File: config.mk
export PLATFORM = sky130hd
export DESIGN_NAME = pc_branch_unit
export DESIGN_NICKNAME = d
export VERILOG_FILES = /design/src/rtl/pc_branch_unit.sv
export SDC_FILE = /design/constraint.sdc
export NUM_CORES = 1
export LEC_CHECK = 0
export ABC_AREA = 1
export CORE_ASPECT_RATIO = 0.8
export CORE_UTILIZATION = 40
export DETAILED_ROUTE_END_ITERATION = 16
export GPL_TIMING_DRIVEN = 0
export SLEW_MARGIN = 20
export SYNTH_ARGS = -nofsm -noshare
export SYNTH_HDL_FRONTEND = slang
export SYNTH_SLANG_ARGS = --single-unit
export TNS_END_PERCENT = 30
File: constraint.sdc
create_clock -name clk -period 10 [get_ports clk]
set_input_delay 1.5 -clock clk [delete_from_list [all_inputs] [get_ports clk]]
set_output_delay 1.5 -clock clk [all_outputs]
set_load 0.01 [all_outputs]
File: src/rtl/pc_branch_unit.sv
// pc_branch_unit: program counter, branch target table, shift-carry register
// and IDLE/RUN/DONE run controller sitting just after the ALU.
//
// state | meaning
// IDLE  | after reset; prog_ctr holds, waiting for start
// RUN   | executing; prog_ctr advances or branches each edge
// DONE  | halt seen; prog_ctr holds at halt address, done = 1
module pc_branch_unit #(
  parameter int PC_W  = 10,
  parameter int LUT_W = 5
) (
  input  logic             clk,
  input  logic             reset,
  input  logic             start,
  input  logic             branch,
  input  logic             zero,
  input  logic [LUT_W-1:0] target_sel,
  input  logic             halt,
  input  logic             sc_o,
  input  logic             sc_load,
  input  logic             sc_clr,
  input  logic             lut_we,
  input  logic [LUT_W-1:0] lut_waddr,
  input  logic [PC_W-1:0]  lut_wdata,
  output logic [PC_W-1:0]  prog_ctr,
  output logic             sc_i,
  output logic             running,
  output logic             done
);

  localparam int LUT_N = 1 << LUT_W;

  typedef enum logic [1:0] {
    IDLE = 2'd0,
    RUN  = 2'd1,
    DONE = 2'd2
  } state_t;

  state_t          state;
  logic [PC_W-1:0] lut [LUT_N];
  logic [PC_W-1:0] branch_target;

  // Combinational table read; a same-cycle write is only seen next cycle.
  assign branch_target = lut[target_sel];

  // Branch target table: synchronous write in any state, cleared by reset.
  always_ff @(posedge clk or posedge reset) begin
    if (reset) begin
      for (int i = 0; i < LUT_N; i++) begin
        lut[i] <= '0;
      end
    end else if (lut_we) begin
      lut[lut_waddr] <= lut_wdata;
    end
  end

  // Run controller and program counter with registered state decodes.
  always_ff @(posedge clk or posedge reset) begin
    if (reset) begin
      state    <= IDLE;
      prog_ctr <= '0;
      running  <= 1'b0;
      done     <= 1'b0;
    end else begin
      case (state)
        IDLE, DONE: begin
          if (start) begin
            state    <= RUN;
            prog_ctr <= '0;
            running  <= 1'b1;
            done     <= 1'b0;
          end
        end
        RUN: begin
          if (start) begin
            prog_ctr <= '0;
          end else if (halt) begin
            state   <= DONE;
            running <= 1'b0;
            done    <= 1'b1;
          end else if (branch && zero) begin
            prog_ctr <= branch_target;
          end else begin
            prog_ctr <= prog_ctr + PC_W'(1);
          end
        end
        default: begin
          state    <= IDLE;
          prog_ctr <= '0;
          running  <= 1'b0;
          done     <= 1'b0;
        end
      endcase
    end
  end

  // Shift carry: restart or clear wins; load only while running and not halting.
  always_ff @(posedge clk or posedge reset) begin
    if (reset) begin
      sc_i <= 1'b0;
    end else if (start || sc_clr) begin
      sc_i <= 1'b0;
    end else if (state == RUN && !halt && sc_load) begin
      sc_i <= sc_o;
    end
  end

endmodule

# After elaboration in Yosys (flattened, before gate mapping)
# Cells that the tools add are included.
# word_totals
register_bits	335
latch_bits	0
mem_bits_rw	0
rom_bits	0
inputBits	30
out_inout_bits	13
wordCells	85
n_memories	0
# op_classes
add_sub_neg	1
multipliers	0
div	0
magnitude_cmp	3
eq_ne	6
shifts	0
n_mux	25
n_bitwise	2
reduce_logical	11
# ops
operator	count
$bwmux 320	1
$mux 10	7
$bmux 10 s5	1
$demux 10 s5	1
$pmux 10 s2	1
$ge 6x6->1 const B	2
$not 5->6	2
$add 10x1->10 const B	1
$mux 1	8
$lt 6x1->1 const B	1
$mux 2	3
$ne 2x2->1 const B	3
$logic_and 1x1->1	4
$pmux 1 s2	2
$pmux 2 s2	1
$ne 3x3->1 const B	1
$reduce_and 3->1	1
$eq 2x1->1 const B	1
$eq 2x2->1 const B	1
$logic_not 2->1	1
$reduce_and 2->1	1
$reduce_bool 2->1	1
$reduce_or 2->1	1
$logic_not 1->1	1
$logic_or 1x1->1	1

# Logic depth before layout (Yosys ltp)
# depth
ltp_word	8
ltp_mapped	14
depth_no_buf	11

# Worst setup path before layout
# No wires, ideal clock.
# synth_timing
path_type	in2reg
from	in target_sel[1]
to	reg prog_ctr[5]
setup_time_ns	0.117
t_arrival_ns	2.499
t_required_ns	9.883
setup_slack_ns	7.384
cell_stages	10
path_buffers	2
cell_sequence	buf_2 -> inv_2 -> clkbuf_1 -> nand3_1 -> nand3_1 -> a21oi_1 -> o21ai_1 -> nand2_1 -> nand2_1 -> nand2_1
# synth_via
elab_chain_cells	8
# synth_lines
element	line_no	text
from (decl)	17	input logic [LUT_W-1:0] target_sel,
$not 5->6 (not written as such)	44	assign branch_target = lut[target_sel];
$bmux 10 s5	44	
$mux 10 (not written as such) (2 in series)	44	
$mux 10	81	end else if (branch && zero) begin
$mux 10	77	end else if (halt) begin
$mux 10	75	if (start) begin
$pmux 10 s2	65	case (state)
to (signal assigned)	82	prog_ctr <= branch_target;
to (signal assigned)	84	prog_ctr <= prog_ctr + PC_W'(1);
to (decl)	25	output logic [PC_W-1:0] prog_ctr,
# Every way passes these cells. The select of a mux whose other input is x is not followed.
# A chain may end at the register's enable or synchronous reset.

# Worst setup path after layout
# layout_timing
from	in target_sel[2]
to	reg prog_ctr[7]
# Same word-level chain as after synthesis.

==> out/metrics.csv <==
metric,value,unit
outcome,"finished, final reports clean",
dieWidth,222,um
critPathCaptureType,register,
synthMuxAreaShare,0.0725,%
die_area,39600,um^2
ys_types,29,
setup_tns,0,ns
layout-drive-gt1-share,6.10,%
cts-resized-gates,0,
synthesis.nets,2013,
first_global_vias,13700,
power.density,210,nW/um^2
wl,58800,um
grt-ovfl-total,0,
core-area,38200,um^2
netlist_instances,1982,
hold_viol,0,
r2r-start,state[0],
htreeDepth,2,
start_util,40.6,%
antenna_found_initial,0,
critical_path_arrival,4.00,ns
holdWs,0.483,ns
setup_viol,0,
clock_latency,0.55,ns
post-cts-setup-buffers,0,
vdd.ir_drop.worst,0.115,mV
area.growth.synth_to_final,16.1,%
required,10.49,ns
rows,64,
synth_warnings,0,
crit_path_start_kind,input pin,
cts_hold_buffers,0,
hold_path_class,register to register,
vias,14900,
worst-setup-path-type,input pin to register,
clock-sinks,335,
dp_hpwl,41200,um
drv_slew,0,
grt_pass1_wl,87000,um
die_height,178,um
gp_congestion,0.975,
netlist_top_cells_count,"799 x nand2_1, 335 x dfrtp_1, 306 x o21ai_0",
min_to,lut[171],
slew-limit-headroom,19.6,%
synth_xor_xnor_area_share,0.113,%
synthSimpleGateAreaFrac,28.4,%
whs_path_depth,2,
worstPathMaxFanout,10,
grt_max_degree,35,
rsz0062_at_grt,false,
antennaDiodeCount,0,
tritoncts,yes,
min_period,3.51,ns
cts_root_buf,clkbuf_16,
numCtsBuffers,37,
drv_cap,0,
fin_total_pwr,3.79,mW
p_leak,8.39,nW
r2r_cells,8,
ant_nets,0,
synth_compound_area_share,11.8,%
synth_top_area_cell,dfrtp_1,
finalNetCount,2104,
via_per_inst,5.75,
synth_top_family_by_area,simple AND/OR/NAND/NOR gates,
wl_per_cell,22.7,um
synth_edf_count,0,
finClkSkew,0.0218,ns
seq_area_frac_synth,54.0,%
synth.most_common_cell,nand2_1,
clk_pin_slew_worst_paths,0.06,ns
ys_ff_latch,335,
drtIter0Drc,1952,
fill_cells,3786,
synth_top_flop_cell,dfrtp_1,
detail_route.first_pass.iterations,7,
reg2reg_to,prog_ctr[0],
worst_pin_slew,1.20,ns
min-delay-start,lut[171],
ys_top_cells_by_area,"dfrtp_1 54%, nand2_1 19%, o21ai_0 9.9%, nand3_1 7.5%, clkbuf_1 2.6%",
drc_errors,0,
synth-async-reset-ratio,100,%
avgSynthCellArea,7.83,um^2
cts_buffer_depth,3,
regToRegSetupSlack,8.25,ns
port_buffers,40,
period_share,35.1,%
synth_top_cell_area_share,54.0,%
grtUsageTotal,30.1,%
yosys.area_share.adder,0.0806,%
synth_area,15500,um^2
fmax,0.285,GHz
boundaryPins,43,
==> worst max-delay path by stage <==
stage | slack [ns] | end | startpoint | depth (start not counted)
2_1_floorplan | 4.02 | done | reset | 1
3_3_place_gp | 1.59 | lut[226] | reset | 2
3_5_place_dp | 6.01 | prog_ctr[7] | target_sel[2] | 9
4_1_cts | 6.59 | prog_ctr[7] | target_sel[2] | 9
5_1_grt | 6.41 | prog_ctr[7] | target_sel[2] | 9
6_report | 6.49 | prog_ctr[7] | target_sel[2] | 9
==> stage by stage <==
step	util [%]	setup slack, ns	cells	instance area [um^2]
CTS	47.2	6.59	2593	18000
floorplan	-	4.02	1982	15500
finish	47.2	6.49	2593	18000
detailed placement	44.0	6.01	2529	16800
global route	47.2	6.41	2593	18000
global placement	43.3	1.59	2517	16500
==> critical path: stages <==
cell and delay (ns):
clkdlybuf4s50_1 0.50, clkbuf_1 0.58, buf_2 0.50, nand3_1 0.12, a21oi_1 0.37, o21ai_1 0.19
nand2_1 0.11, nand2_1 0.06, nand2_1 0.05
==> registers in the layout, indices dropped and copies added, names as in the netlist <==
name,flops
done,1
state,2
sc_i,1
running,1
lut,320
prog_ctr,10
==> cell type report <==
class	count	area (um^2)	share of cell area [%]
Sequential cell	335	8380	46.5
Multi-Input combinational cell	1452	6280	34.9
Clock buffer	54	1120	6.23
Buffer	160	726	4.03
Timing Repair Buffer	52	663	3.68
Tap cell	495	619	3.44
Inverter	35	138	0.764
Clock inverter	10	85.1	0.472
==> cell usage in the layout (no fill, tap or decap), drive strengths merged, types with 2 or more instances in the layout <==
cell type      netlist  layout
a21oi               34      34
buf                 53      65
clkbuf             107     161
clkdlybuf4s50        0      40
clkinv               1       7
clkinvlp             0       2
dfrtp              335     335
inv                 34      35
nand2              799     799
nand3              234     234
nand4                2       2
nor2                37      37
nor3                10      10
nor4                 2       2
o211ai               6       6
o21ai              319     319
xnor2                2       2
==> metal layers <==
metal	global-route usage [%]	wire [um]
met1	43.2	25200
met2	43.5	24300
met3	6.74	6800
met4	12.9	2520
met5	0	0
==> where the power goes <==
part	leakage, nW	internal, mW	total [mW]	switching, mW
logic	3.46	0.236	0.644	0.408
clock network	0.599	0.805	1.38	0.577
registers	4.33	1.61	1.76	0.148
total	8.39	2.65	3.79	1.13
==> logic make-up (layout without fill, tap and decap cells) <==
family | count (synthesis) | count (layout)
flip-flops | 335 | 335
buffers and inverters | 195 | 311
multiplexers | 1 | 1
AO/OA/AOI/OAI | 362 | 362
adder cells (fa/ha/maj) | 1 | 1
AND/OR/NAND/NOR | 1086 | 1086
XOR/XNOR | 2 | 2
No activity file was read; power rests on OpenSTA's default activity.
==> edit 1 (same settings) <==
Register the input `target_sel` before use, with the module's reset. The logic sees it one clock later. The other inputs are not delayed to match.
--- a/src/rtl/pc_branch_unit.sv
+++ b/src/rtl/pc_branch_unit.sv
@@ -36,12 +36,22 @@
     DONE = 2'd2
   } state_t;
 
+  logic [LUT_W-1:0] target_sel_q;
+
+  always_ff @(posedge clk or posedge reset) begin
+    if (reset) begin
+      target_sel_q <= '0;
+    end else begin
+      target_sel_q <= target_sel;
+    end
+  end
+
   state_t          state;
   logic [PC_W-1:0] lut [LUT_N];
   logic [PC_W-1:0] branch_target;
 
   // Combinational table read; a same-cycle write is only seen next cycle.
-  assign branch_target = lut[target_sel];
+  assign branch_target = lut[target_sel_q];
 
   // Branch target table: synchronous write in any state, cleared by reset.
   always_ff @(posedge clk or posedge reset) begin
Formal check against the unedited RTL: not equivalent (Yosys sat finds a counterexample within 4 cycles, from zero or initial values and one cycle with reset high).
==> edit 1 against the original RTL <==
Synthesized cell count rose by 0.25%. Final area rose by 0.52%. Register-to-register slack got worse by 0.94 ns. Core utilization barely moved. Synthesized area rose by 0.74%. Worst setup slack got worse by 0.014 ns. Wire length rose by 9.6%. Count of clock-buffer cells in the layout fell by 4. Clock skew rose by 0.0036 ns. Worst hold slack got worse by 0.00073 ns. Power rose by 1.3%. Highest routed layer unchanged. Sequential cell count rose by 5.
==> edit 1: results (changes against the original RTL) <==
Cells and area
The filler cell count in the final layout is 3,808 (+0.58%). The layout cell share with drive strength beyond 1 is 6.23% (+0.13 points). In the final layout, the registers with the most flip-flops are lut x320, prog_ctr x10, target_sel_q x5. The total number of nets in the final design is 2,110 (+0.29%).

Logic synthesis
Sorting the synthesized cells by area gives the leading types as dfrtp_1 (54%), nand2_1 (19%), o21ai_0 (9.9%). The post-synthesis net count was 2,018 (+0.25%). The sequential cell area fraction in the yosys report is 54.4% (+0.40 points).

After synthesis, the most frequently instantiated cells are nand2_1 (797), dfrtp_1 (340), o21ai_0 (309).

Detailed routing
The routed wirelength normalized by instance count is 24.8 microns (+9.4%). The number of search-and-repair iterations in the first detailed-routing pass is 6 (-1). The DRC violation total after the first TritonRoute iteration was 2,226 (+14%). The average via count per standard cell came to 5.83 (+1.4%).

GRT
The number of global-route vias before repair is 13,952 (+2.0%). The global-route total usage across every layer came to 32.8% (+2.7 points). The pin count of the biggest net entering global routing was 36 (+2.9%). The first-pass GRT wire length was 94.0 mm (+8.0%).

Setup path
The slack of the worst reg-to-reg path came to 7.31 ns (-0.94 ns). The worst path arrival time is 3.93 ns (-0.07 ns). The maximum net fanout on the critical path came to 10 (unchanged).

Placed design
The final HPWL from detailed placement is 44.0 mm (+6.7%). The number of input and output port buffers inserted is 42 (+5.0%). The last weighted congestion value of the routability-driven placer came to 1.01 (+3.4%).

STA
The relative max-transition margin was 18.9% (-0.71 points). The worst hold slack is 0.483 ns (-0.000731 ns). The worst-case clock skew came to 0.0254 ns (+0.00360 ns).

Power
The leakage power is 0.00842 uW (+0.36%). The peak ir drop on the vdd network is 0.000110 V (-4.3%).

CTS
The cell chosen for the clock root is clkbuf_16. The number of buffers created by CTS was 36 (-2.7%).

Run status
The flow ran to the end, and the final reports show no timing, DRC or antenna violations.
## edit 1: cell types whose count changed in the layout (fill, tap and decap cells not counted), sizes merged, moves of 3 or more
cell    unedited run  this run
buf               65        78
clkbuf           161       144
bufinv             1         4
nor3              10        13
dfrtp            335       340
## edit 1: area by class of cell
class                   count  area share (%)
multi-input cells        1450            34.9
repair buffers             54            3.66
inverters                  37           0.801
flip-flops and latches    340            47.0
clock inverters            11           0.898
clock buffers              50            5.60
well taps                 495            3.42
plain buffers             160            3.78
## edit 1: power by group
| part | switching, uW | total, uW | internal [uW] | leakage, uW |
|---|---|---|---|---|
| registers | 155 | 1790 | 1630 | 0.00439 |
| logic | 429 | 663 | 234 | 0.00345 |
| clock network | 571 | 1380 | 812 | 0.000580 |
| total | 1150 | 3830 | 2680 | 0.00842 |
## edit 1: final timing paths
check / start / to / cells after the start
worst max-delay path: lut_waddr[2] / lut[240] / 7
worst min-delay path: lut[170] / lut[170] / 2
worst max register to register: target_sel_q[1] / prog_ctr[0] / 10
worst min register to register: lut[170] / lut[170] / 2
max in group asynchronous: reset / lut[180] / 7
min in group asynchronous: reset / lut[300] / 2
## edit 1: critical path: stages
cell and delay, ns:
clkdlybuf4s50_1 0.65, inv_1 0.20, nor3_1 0.87, nand2_1 0.15, clkbuf_1 0.32, nand2_1 0.13, o21ai_0 0.10
## edit 1: logic make-up (layout without fill, tap and decap cells)
| group | count (synthesis) | count (layout) | synth area share [%] |
|---|---|---|---|
| buffers and inverters | 197 | 312 | 5.28 |
| XOR/XNOR | 2 | 2 | 0.112 |
| multiplexers | 1 | 1 | 0.0720 |
| AND/OR/NAND/NOR | 1084 | 1084 | 28.3 |
| AO/OA/AOI/OAI | 362 | 362 | 11.7 |
| adder cells (fa/ha/maj) | 1 | 1 | 0.0800 |
| flip-flops | 340 | 340 | 54.4 |
## edit 1: routing by layer
metal | part of all wire, % | vias to the layer above | track usage, %
li1 | - | 6645 | -
met1 | 42 | 7426 | 46.6
met2 | 41 | 913 | 47.1
met3 | 13 | 157 | 8.77
met4 | 4.1 | 0 | 13.6
met5 | 0 | - | 0
## edit 1: metrics by stage
step,worst slack (ns),cell area (sq um),instances,utilization [%]
final,6.47,18100,2597,47.2
after global routing,6.39,18100,2597,47.2
after CTS,6.58,18100,2597,47.2
after detailed placement,6.01,16900,2536,44.1
after global placement,1.47,16700,2524,43.5
after floorplan,3.95,15600,1987,-
==> edit 2 (config.mk and constraints unchanged) <==
Without the edit above. Set the parameter `PC_W` to 20 (it was 10).
--- a/src/rtl/pc_branch_unit.sv
+++ b/src/rtl/pc_branch_unit.sv
@@ -6,7 +6,7 @@
 // RUN   | executing; prog_ctr advances or branches each edge
 // DONE  | halt seen; prog_ctr holds at halt address, done = 1
 module pc_branch_unit #(
-  parameter int PC_W  = 10,
+  parameter int PC_W  = 20,
   parameter int LUT_W = 5
 ) (
   input  logic             clk,
Ports: changed (resized lut_wdata and prog_ctr); port bits go from 43 to 63. No check against the original RTL was run, so the function may have changed too.
==> edit 2 against the original RTL <==
Global-route usage rose by 6.8 points. Final area rose by 97%. Synthesized area rose by 98%. Wire length rose by 150%. Worst setup slack got worse by 0.20 ns. Sequential cell count rose by 329. Power rose by 100%. Synthesized cell count rose by 97%. Combinational power rose by 110%. Worst hold slack got worse by 0.00075 ns. Sequential power rose by 100%. Via count rose by 100%. Count of clock-buffer cells in the layout rose by 63.
==> edit 2: results (changes against the original RTL) <==
Cells and area
The clock buffer count in the final layout came to 117 (+120%). The layout cell share with drive strength beyond 1 is 6.66% (+0.56 points). The total number of nets in the final design is 4,111 (+95%). The number of combinational gates with multiple inputs is 2,846 (+96%). The area added between synthesis and finish is 15.6%. The fraction of area in clock buffers and inverters is 6.80% (+0.10 points).

The final-layout non-clock buffer area share is 7.12% (-0.59 points). The antenna diode count is 1 (+1).

Logic synthesis
The mux share of post-synthesis cell area came to 0.0367% (-0.036 points). The post-synthesis net count is 3,954 (+96%). Sorting the synthesized cells by area gives the leading types as dfrtp_1 (54%), nand2_1 (18%), nand3_1 (8.7%). The post-synthesis compound-gate area fraction is 11.2% (-0.65 points). The share of the synthesized netlist area taken by xor and xnor gates came to 0.143% (+0.030 points).

The commonest cells after synthesis are nand2_1 (1,481), dfrtp_1 (664), nand3_1 (534), o21ai_0 (534), clkbuf_1 (193).

Placed design
The last weighted congestion value of the routability-driven placer was 1.03 (+5.5%). The number of input and output port buffers inserted is 58 (+45%).

Detailed routing
The routed wirelength normalized by instance count was 28.0 microns (+24%). The DRC violation total after the first TritonRoute iteration was 4,513 (+130%). The total detailed-routing wirelength was 144 mm (+150%). The number of search-and-repair iterations in the first detailed-routing pass is 6 (-1).

Power
The peak ir drop on the vdd network came to 0.000117 V (+1.6%). The internal power is 5280 uW (+99%). The leakage power was 0.0165 uW (+97%).

The fraction of power spent switching nets was 31.2% (+1.3 points).

CTS
The number of levels in the clock H-tree was 3 (+1). The insertion delay to the later sink of the worst-skew pair is 0.64 ns (+0.09 ns).

GRT
The number of antenna violations at the first check in global routing is 6 (+6). The global-route total usage across every layer was 36.9% (+6.8 points). The first-pass GRT wire length is 204 mm (+130%).

Setup path
The cell class contributing the biggest share of worst-path delay is simple AND/OR/NAND/NOR gates. The path depth of the worst reg2reg path is 7 (-1). The worst path arrival time came to 4.19 ns (+0.19 ns). The slack of the worst reg-to-reg path was 7.93 ns (-0.32 ns). The slowest library cell on the worst path is nor3_1.

Run status
The run finished with clean final reports.

STA
The worst-case clock skew came to 0.0233 ns (+0.00148 ns). The worst hold slack is 0.483 ns (-0.000748 ns).
==> edit 2: changes by cell type in the layout (fill, tap and decap cells not counted), sizes merged, moves of 95 or more <==
| cell | delta |
|---|---|
| buf | +95 |
| clkbuf | +149 |
| dfrtp | +329 |
| nand2 | +682 |
| nand3 | +300 |
| o21ai | +251 |
==> edit 2: how the worst max path moves through the flow <==
stage,from,end,slack (ns),depth (start not counted)
after global placement,reset,lut[94],-5.34,2
after detailed placement,reset,lut[94],5.73,11
after floorplan,reset,done,-0.58,1
after CTS,reset,lut[99],6.37,11
after global routing,reset,lut[619],6.14,11
final,lut_waddr[4],lut[570],6.29,6
==> edit 2: routing by layer <==
layer | wire length (microns) | up-vias | global-route usage, %
met2 | 56100 | 1955 | 49.0
met4 | 5920 | 2 | 14.3
met1 | 61500 | 14821 | 54.0
met5 | 20 | - | 0
li1 | - | 13065 | -
met3 | 20500 | 301 | 13.3
